<file path="config.mk">
export PLATFORM = sky130hd
export DESIGN_NAME = parity_check
export DESIGN_NICKNAME = d
export VERILOG_FILES = /design/src/rtl/parity_check.sv
export SDC_FILE = /design/constraint.sdc
export NUM_CORES = 1
export LEC_CHECK = 0
export BUFFER_PORTS_ARGS = -buffer_cell sky130_fd_sc_hd__buf_2
export CORE_MARGIN = 1.5
export CORE_UTILIZATION = 30
export CTS_BUF_LIST = sky130_fd_sc_hd__clkbuf_8
export DETAILED_ROUTE_END_ITERATION = 7
export PLACE_DENSITY_LB_ADDON = 0.15
export SYNTH_ARGS = -nofsm -noshare
export SYNTH_HDL_FRONTEND = slang
export SYNTH_SLANG_ARGS = --single-unit
</file>
<file path="constraint.sdc">
create_clock -name clk -period 2.65 [get_ports clk]
set_clock_uncertainty 0.05 [all_clocks]
set_input_delay 0 -clock clk [delete_from_list [all_inputs] [get_ports clk]]
set_output_delay 0 -clock clk [all_outputs]
set_load 0.005 [all_outputs]
</file>
<file path="src/rtl/parity_check.sv">
// Streaming even-parity checker.
// Each accepted word is checked once against its received parity bit and
// forwarded with a per-word error flag through a 2-entry skid buffer, so
// a word can be accepted every cycle even while downstream stalls. A sticky
// error flag and a saturating error counter report link health.
module parity_check #(
    parameter int DATA_WIDTH    = 8,
    parameter int ERR_CNT_WIDTH = 16
) (
    input  logic                     clk,
    input  logic                     rst_n,
    input  logic                     s_valid,
    output logic                     s_ready,
    input  logic [DATA_WIDTH-1:0]    s_data,
    input  logic                     s_par,
    output logic                     m_valid,
    input  logic                     m_ready,
    output logic [DATA_WIDTH-1:0]    m_data,
    output logic                     m_err,
    input  logic                     clr,
    output logic                     err_sticky,
    output logic [ERR_CNT_WIDTH-1:0] err_cnt
);

    typedef enum logic [1:0] {
        ST_EMPTY = 2'd0,
        ST_BUSY  = 2'd1,
        ST_FULL  = 2'd2
    } state_t;

    localparam logic [ERR_CNT_WIDTH-1:0] CNT_ZERO = {ERR_CNT_WIDTH{1'b0}};
    localparam logic [ERR_CNT_WIDTH-1:0] CNT_MAX  = {ERR_CNT_WIDTH{1'b1}};
    localparam logic [ERR_CNT_WIDTH-1:0] CNT_ONE  = {{(ERR_CNT_WIDTH-1){1'b0}}, 1'b1};
    localparam logic [DATA_WIDTH-1:0]    DATA_ZERO = {DATA_WIDTH{1'b0}};

    // Even parity of a data word: the correct parity bit equals the XOR of all bits.
    function automatic logic even_parity(input logic [DATA_WIDTH-1:0] data);
        return ^data;
    endfunction

    state_t                   r_state;
    logic                     r_s_ready;
    logic                     r_m_valid;
    logic [DATA_WIDTH-1:0]    r_main_data;
    logic                     r_main_err;
    logic [DATA_WIDTH-1:0]    r_skid_data;
    logic                     r_skid_err;
    logic                     r_err_sticky;
    logic [ERR_CNT_WIDTH-1:0] r_err_cnt;

    logic w_accept;
    logic w_pop;
    logic w_err;
    logic w_err_accept;

    assign w_accept     = s_valid & r_s_ready;
    assign w_pop        = r_m_valid & m_ready;
    assign w_err        = even_parity(s_data) ^ s_par;
    assign w_err_accept = w_accept & w_err;

    assign s_ready    = r_s_ready;
    assign m_valid    = r_m_valid;
    assign m_data     = r_main_data;
    assign m_err      = r_main_err;
    assign err_sticky = r_err_sticky;
    assign err_cnt    = r_err_cnt;

    // Skid-buffer state machine: moves words main/skid and drives the handshake flags.
    always_ff @(posedge clk) begin
        if (!rst_n) begin
            r_state     <= ST_EMPTY;
            r_s_ready   <= 1'b1;
            r_m_valid   <= 1'b0;
            r_main_data <= DATA_ZERO;
            r_main_err  <= 1'b0;
            r_skid_data <= DATA_ZERO;
            r_skid_err  <= 1'b0;
        end else begin
            case (r_state)
                ST_EMPTY: begin
                    if (w_accept) begin
                        r_main_data <= s_data;
                        r_main_err  <= w_err;
                        r_m_valid   <= 1'b1;
                        r_s_ready   <= 1'b1;
                        r_state     <= ST_BUSY;
                    end else begin
                        r_state <= ST_EMPTY;
                    end
                end
                ST_BUSY: begin
                    if (w_accept && w_pop) begin
                        r_main_data <= s_data;
                        r_main_err  <= w_err;
                        r_state     <= ST_BUSY;
                    end else if (w_accept) begin
                        // Downstream stalled: park the new word in the skid slot.
                        r_skid_data <= s_data;
                        r_skid_err  <= w_err;
                        r_s_ready   <= 1'b0;
                        r_state     <= ST_FULL;
                    end else if (w_pop) begin
                        r_m_valid <= 1'b0;
                        r_state   <= ST_EMPTY;
                    end else begin
                        r_state <= ST_BUSY;
                    end
                end
                ST_FULL: begin
                    if (w_pop) begin
                        r_main_data <= r_skid_data;
                        r_main_err  <= r_skid_err;
                        r_s_ready   <= 1'b1;
                        r_state     <= ST_BUSY;
                    end else begin
                        r_state <= ST_FULL;
                    end
                end
                default: begin
                    // Unreachable encoding: recover to a clean empty buffer.
                    r_state   <= ST_EMPTY;
                    r_s_ready <= 1'b1;
                    r_m_valid <= 1'b0;
                end
            endcase
        end
    end

    // Error status: sticky flag and saturating counter; an erroneous accept wins over clr.
    always_ff @(posedge clk) begin
        if (!rst_n) begin
            r_err_sticky <= 1'b0;
            r_err_cnt    <= CNT_ZERO;
        end else if (clr) begin
            r_err_sticky <= w_err_accept;
            r_err_cnt    <= w_err_accept ? CNT_ONE : CNT_ZERO;
        end else if (w_err_accept) begin
            r_err_sticky <= 1'b1;
            if (r_err_cnt != CNT_MAX) begin
                r_err_cnt <= r_err_cnt + CNT_ONE;
            end else begin
                r_err_cnt <= r_err_cnt;
            end
        end else begin
            r_err_sticky <= r_err_sticky;
            r_err_cnt    <= r_err_cnt;
        end
    end

endmodule

</file>
## Word-level counts from Yosys, hierarchy flattened

Index checks and enable logic that the tools add are counted.

| word-level totals | value |
|---|---|
| bits in registers | 39 |
| bits in latches | 0 |
| RAM bits | 0 |
| memory bits (read-only) | 0 |
| output and inout port bits | 28 |
| memories kept | 0 |

| cells by class | value |
|---|---|
| add/sub/neg operators | 1 |
| multipliers | 0 |
| div/mod/pow operators | 0 |
| magnitude comparators | 0 |
| equality and inequality tests | 10 |
| shifts and indexed selects | 0 |
| mux-type cells | 29 |
| bitwise gates (word level) | 6 |
| reductions and logical operators | 11 |

Operators by type and width:

| operator | count |
|---|---|
| two-way mux 16 bit | 3 |
| two-way mux 8 bit | 3 |
| one-hot mux 8 bit (3 select lines) | 1 |
| adder 16 x 1 -> 16 bit, second input constant | 1 |
| inequality test 16 bit, second input constant | 1 |
| two-way mux 1 bit | 15 |
| inequality test 2 bit, second input constant | 7 |
| one-hot mux 1 bit (3 select lines) | 3 |
| AND reduction 4 bit | 2 |
| parity 8 bit | 1 |
| two-way mux 2 bit | 3 |
| one-hot mux 2 bit (3 select lines) | 1 |
| AND reduction 5 bit | 1 |
| nonzero test 2 bit | 2 |
| AND 1 bit | 3 |
| AND reduction 3 bit | 1 |
| nonzero test 3 bit | 1 |
| equality test 2 x 1 -> 1 bit, second input constant | 1 |
| equality test 2 bit, second input constant | 1 |
| zero test 2 bit | 1 |
| NOT 1 bit | 2 |
| AND reduction 2 bit | 1 |
| logical AND 1 bit | 1 |
| XOR 1 bit | 1 |

## Logic depth before layout (Yosys ltp)

| depth | value |
|---|---|
| depth in word-level cells | 5 |
| depth in mapped cells | 8 |
| mapped depth without buffers | 7 |

## Least setup slack after synthesis

No wires, ideal clock.

| timing path | value |
|---|---|
| path type | register to register |
| start | register r_err_cnt[0], in the netlist err_cnt[0] |
| end | register r_err_cnt[0], in the netlist err_cnt[0] |
| library setup time | 0.116 ns |
| data arrival time | 1.808 ns |
| required time | 2.484 ns |
| setup slack | 0.676 ns |
| cell stages (with the launch flop) | 7 |
| clock period less this slack | 1.974 ns |
| cells stage by stage | dfxtp_1 -> ha_1 -> nand3_1 -> or3_1 -> nor2_1 -> o21bai_1 -> a31o_2 |

| on the way | value |
|---|---|
| longest elaborated chain between the ends | 4 |
| elaborated cells on any way between the ends | 7 |
| classes of those cells | add/sub: 1; eq/ne: 1; mux: 3; reduce/logical: 2 |

RTL lines:

| item | line | source |
|---|---|---|
| start: declaration | 49 | `logic [ERR_CNT_WIDTH-1:0] r_err_cnt;` |
| start signal: assignment | 136 | `r_err_cnt <= w_err_accept ? CNT_ONE : CNT_ZERO;` |
| start signal: assignment | 140 | `r_err_cnt <= r_err_cnt + CNT_ONE;` |
| start signal: assignment | 142 | `r_err_cnt <= r_err_cnt;` |
| adder 16 x 1 -> 16 bit | 140 |  |
| two-way mux 16 bit | 139 | `if (r_err_cnt != CNT_MAX) begin` |
| two-way mux 16 bit | 137 | `end else if (w_err_accept) begin` |
| two-way mux 16 bit | 134 | `end else if (clr) begin` |

Several ways; a longest one is shown, not always the timed one. The select of a mux whose other input is x is not followed.
A chain may end at the register's enable or synchronous reset.

## Worst setup path in the final report

| timing path | value |
|---|---|
| start | register r_err_cnt[0], in the netlist err_cnt[0] |
| end | register r_err_cnt[11], in the netlist err_cnt[11] |

Same word-level chain as after synthesis.

==> impl_results.md <==
- DRT Wirelength: 4929 microns
- Worst-Margin Slew: 0.6374 ns
- Starting Density: 31.65%
- Status: complete, no violations
- Slowest CP cell: o2111ai_1
- CTS Buf Count: 5
- Worst r2r dst: err_cnt[11]
- Syn nets: 252
- RR Startpoint: err_cnt[0]
- Die width: 85.78 microns
- First-pass GRT wire length: 8459 microns
- Final Hold Viols: 0
- Lkg Pwr: 0.001118 uW
- Setup ws final: 0.4299 ns
- M1 WL: 2624 microns
- DR WL/cell: 13.62 microns
- Max clock buf depth: 2
- Final Wtd Congestion: 0.7322
- Post-Synth XOR/XNOR Area: 4.139%
- Crit path max fanout: 7
- Sum Neg Setup Slack: 0 ns
- Critical Path Sink Type: flop
- Total track usage: 14.02%
- WS Path Type: reg -> reg
- H-Tree Depth: 2
- Worst Hold End: err_sticky
- F_max: 450.4 MHz
- Average size of a mapped cell: 8.748 sq um
- Internal reg-to-reg setup slack: 0.43 ns
- Vias per Instance: 5.088
- Total gr overflow: 0
- CTS tree: done
- Post-CTS sizing: 0
- Total Nets Final: 301
- Post-synthesis compound-gate area fraction: 19.54%
- Cell Area, Synth: 0.002056 sq mm
- Highest metal used: met4
- TritonRoute pass-1 iters: 4
- Final period util: 83.78%
- Max-cap violations: 0
- Commonest cells after routing, fill and taps aside: 41 x buf_2, 39 x dfxtp_1, 37 x nand2_1
- Worst-Skew Late Latency: 0.30 ns
- Core area: 0.006495 sq mm
- Hold Path Cell Cnt: 3
- Final Hold Slack: 0.01467 ns
- Synthesized flop and latch total: 39
- CP startpoint kind: flop
- Die area: 0.007358 sq mm
- Synth unique cells: 43
- Met2 WL: 2091 microns
- Final setup viols: 0
- CP peak stage delay: 0.48 ns
- DP HPWL: 3461 microns
- Die Height: 85.78 microns
- Layout area overhead: 23.49%
- Headroom to the max-slew limit: 57.50%
- Hold path startpoint: clr
- Routed Antenna Nets: 0
- Setup WS pre-CTS: 0.4703 ns
- Seq/Total Area, Yosys: 37.98%
- CP Buf/Inv Count: 0
- Row cnt: 29
- Post-Synth Adder-Cell Area: 1.826%
- Min Tclk post-route: 2.220 ns
- Initial antenna violation count: 0
- ANT cells: 0
- Clk sinks: 39
- Design Area, Final: 0.002539 sq mm
- Routed met3 length: 163 microns
- Largest family of logic cells by synthesized area: simple AND/OR/NAND/NOR gates
- I/O Pins: 42
- WP data required: 2.78 ns
- Yosys warning count: 0
- Area share of and/or/nand/nor cells after synthesis: 24.77%
- Mux contribution to synthesized area: 8.278%
- Peak supply drop: 0.2517 mV
- Cells along the critical path: ha_1 > nand3_1 > or3_1 > o2111ai_1 > a21boi_0 > mux2i_1
- Commonest non-fill, non-tap cell in the layout: buf_2
- Iter 0 DRT Violations: 91
- Critical Path AT: 2.35 ns
- Overall Power: 1463 uW
- Cells on worst reg2reg path: 6
- Share of cells above drive strength 1: 22.11%
- Root Driver: clkbuf_8
- Worst-path clk slew: 0.09 ns
- Number of global-route vias before repair: 1765
- DRC errors left: 0
- Placement Cell Area: 0.002346 sq mm
- PortBufs: 41
- Largest net degree at the start of global routing: 28
- Critical path's top delay family: compound AO/OA/AOI/OAI gates
- RSZ-0062 raised after global routing: false
- Vias: 1842
- Final Max Slew Viols: 0
- HP Class: in -> reg
- Pwr/cell area: 576.4 mW/mm^2
- Post-Syn Instances: 235
## synthesized netlist by cell type
cell / number / area, sq um
xnor2_1: 5 / 43.79
o211ai_1: 1 / 7.510
clkbuf_1: 12 / 45.04
nand3_1: 17 / 85.08
dfxtp_1: 39 / 780.8
o31a_1: 1 / 8.760
ha_1: 3 / 37.54
buf_6: 1 / 11.26
o21bai_1: 1 / 7.510
o21ai_2: 2 / 17.52
o311ai_0: 1 / 8.760
nand4_1: 6 / 37.54
a2111o_1: 4 / 45.04
nand2_1: 37 / 138.9
o31ai_1: 2 / 15.01
or2_2: 1 / 6.260
o21a_1: 2 / 15.01
nor3_1: 3 / 15.01
nor4_1: 4 / 25.02
a21o_2: 1 / 8.760
and3_1: 1 / 6.260
o21ai_0: 5 / 25.02
a21boi_0: 10 / 75.07
a31oi_1: 1 / 6.260
nor4_2: 2 / 25.02
inv_1: 4 / 15.01
or3_1: 3 / 18.77
xor2_1: 2 / 17.52
and4_1: 2 / 17.52
a211oi_1: 1 / 7.510
a21oi_1: 8 / 40.04
xnor3_2: 1 / 23.77
o2111ai_1: 1 / 8.760
mux2i_1: 17 / 170.2
o211a_1: 8 / 80.08
nor2b_1: 4 / 25.02
a311oi_1: 1 / 8.760
and2_1: 1 / 6.260
a31o_2: 1 / 8.760
nor2_1: 5 / 18.77
nand3b_1: 2 / 15.01
a21o_1: 1 / 7.510
nand2b_1: 11 / 68.82
## timing repair
item | in CTS | in global routing
buffers inserted | 0 | 0
hold buffers | 8 | 0
setup endpoints to repair | 0 | 0
hold endpoints to repair | 8 | 0
## state kept, by name, summed over array words and instances, names as in the netlist
name         count
err_cnt         16
m_data           8
r_skid_data      8
r_state          2
err_sticky       1
m_err            1
m_valid          1
r_skid_err       1
s_ready          1
## layout make-up
type	instances	area, sq um
clock buffers	5	68.82
repair buffers	55	330.3
flip-flops and latches	39	780.7
inverters	4	15.01
multi-input cells	179	1204
well taps	77	96.34
clock inverters	3	43.79
fillers	672	3956
## report_power, final
part           internal [uW]  total, uW  switching (uW)
Clock                    281        507             227
Sequential               625        651            25.6
Combinational            129        305             176
Total                   1040       1460             428
## per-stage QoR
step                util, %  cells
floorplan                 -    235
global placement      36.12    346
detailed placement    36.12    346
CTS                   39.09    362
global route          39.09    362
finish                39.09    362
## tightest hold or removal path, stage by stage
cell	delay, ns
buf_2	0.12
nor2b_1	0.05
o21a_1	0.16
## kinds of logic (layout without fill, tap and decap cells)
logic type,Yosys count,count (layout)
fa+ha+maj,3,3
xor+xnor,8,8
flops,39,39
mux,17,17
buf+inv,17,67
compound gates,52,52
simple gates,99,99
## metal layers
| layer | track usage (%) | vias to the layer above |
|---|---|---|
| met5 | 0 | - |
| met2 | 21.33 | 29 |
| met3 | 2.791 | 5 |
| met4 | 4.545 | 0 |
| li1 | - | 948 |
| met1 | 19.88 | 860 |
## worst max-delay path by stage
stage / startpoint / end / slack [ns] / depth (start not counted)
6_report: err_cnt[0] / err_cnt[11] / 0.43 / 6
3_5_place_dp: err_cnt[0] / err_cnt[11] / 0.47 / 6
5_1_grt: err_cnt[0] / err_cnt[11] / 0.21 / 6
3_3_place_gp: err_cnt[0] / err_cnt[11] / 0.50 / 6
2_1_floorplan: err_cnt[0] / err_cnt[0] / 0.68 / 6
4_1_cts: err_cnt[0] / err_cnt[11] / 0.45 / 6
No activity file was read; power rests on OpenSTA's default activity.
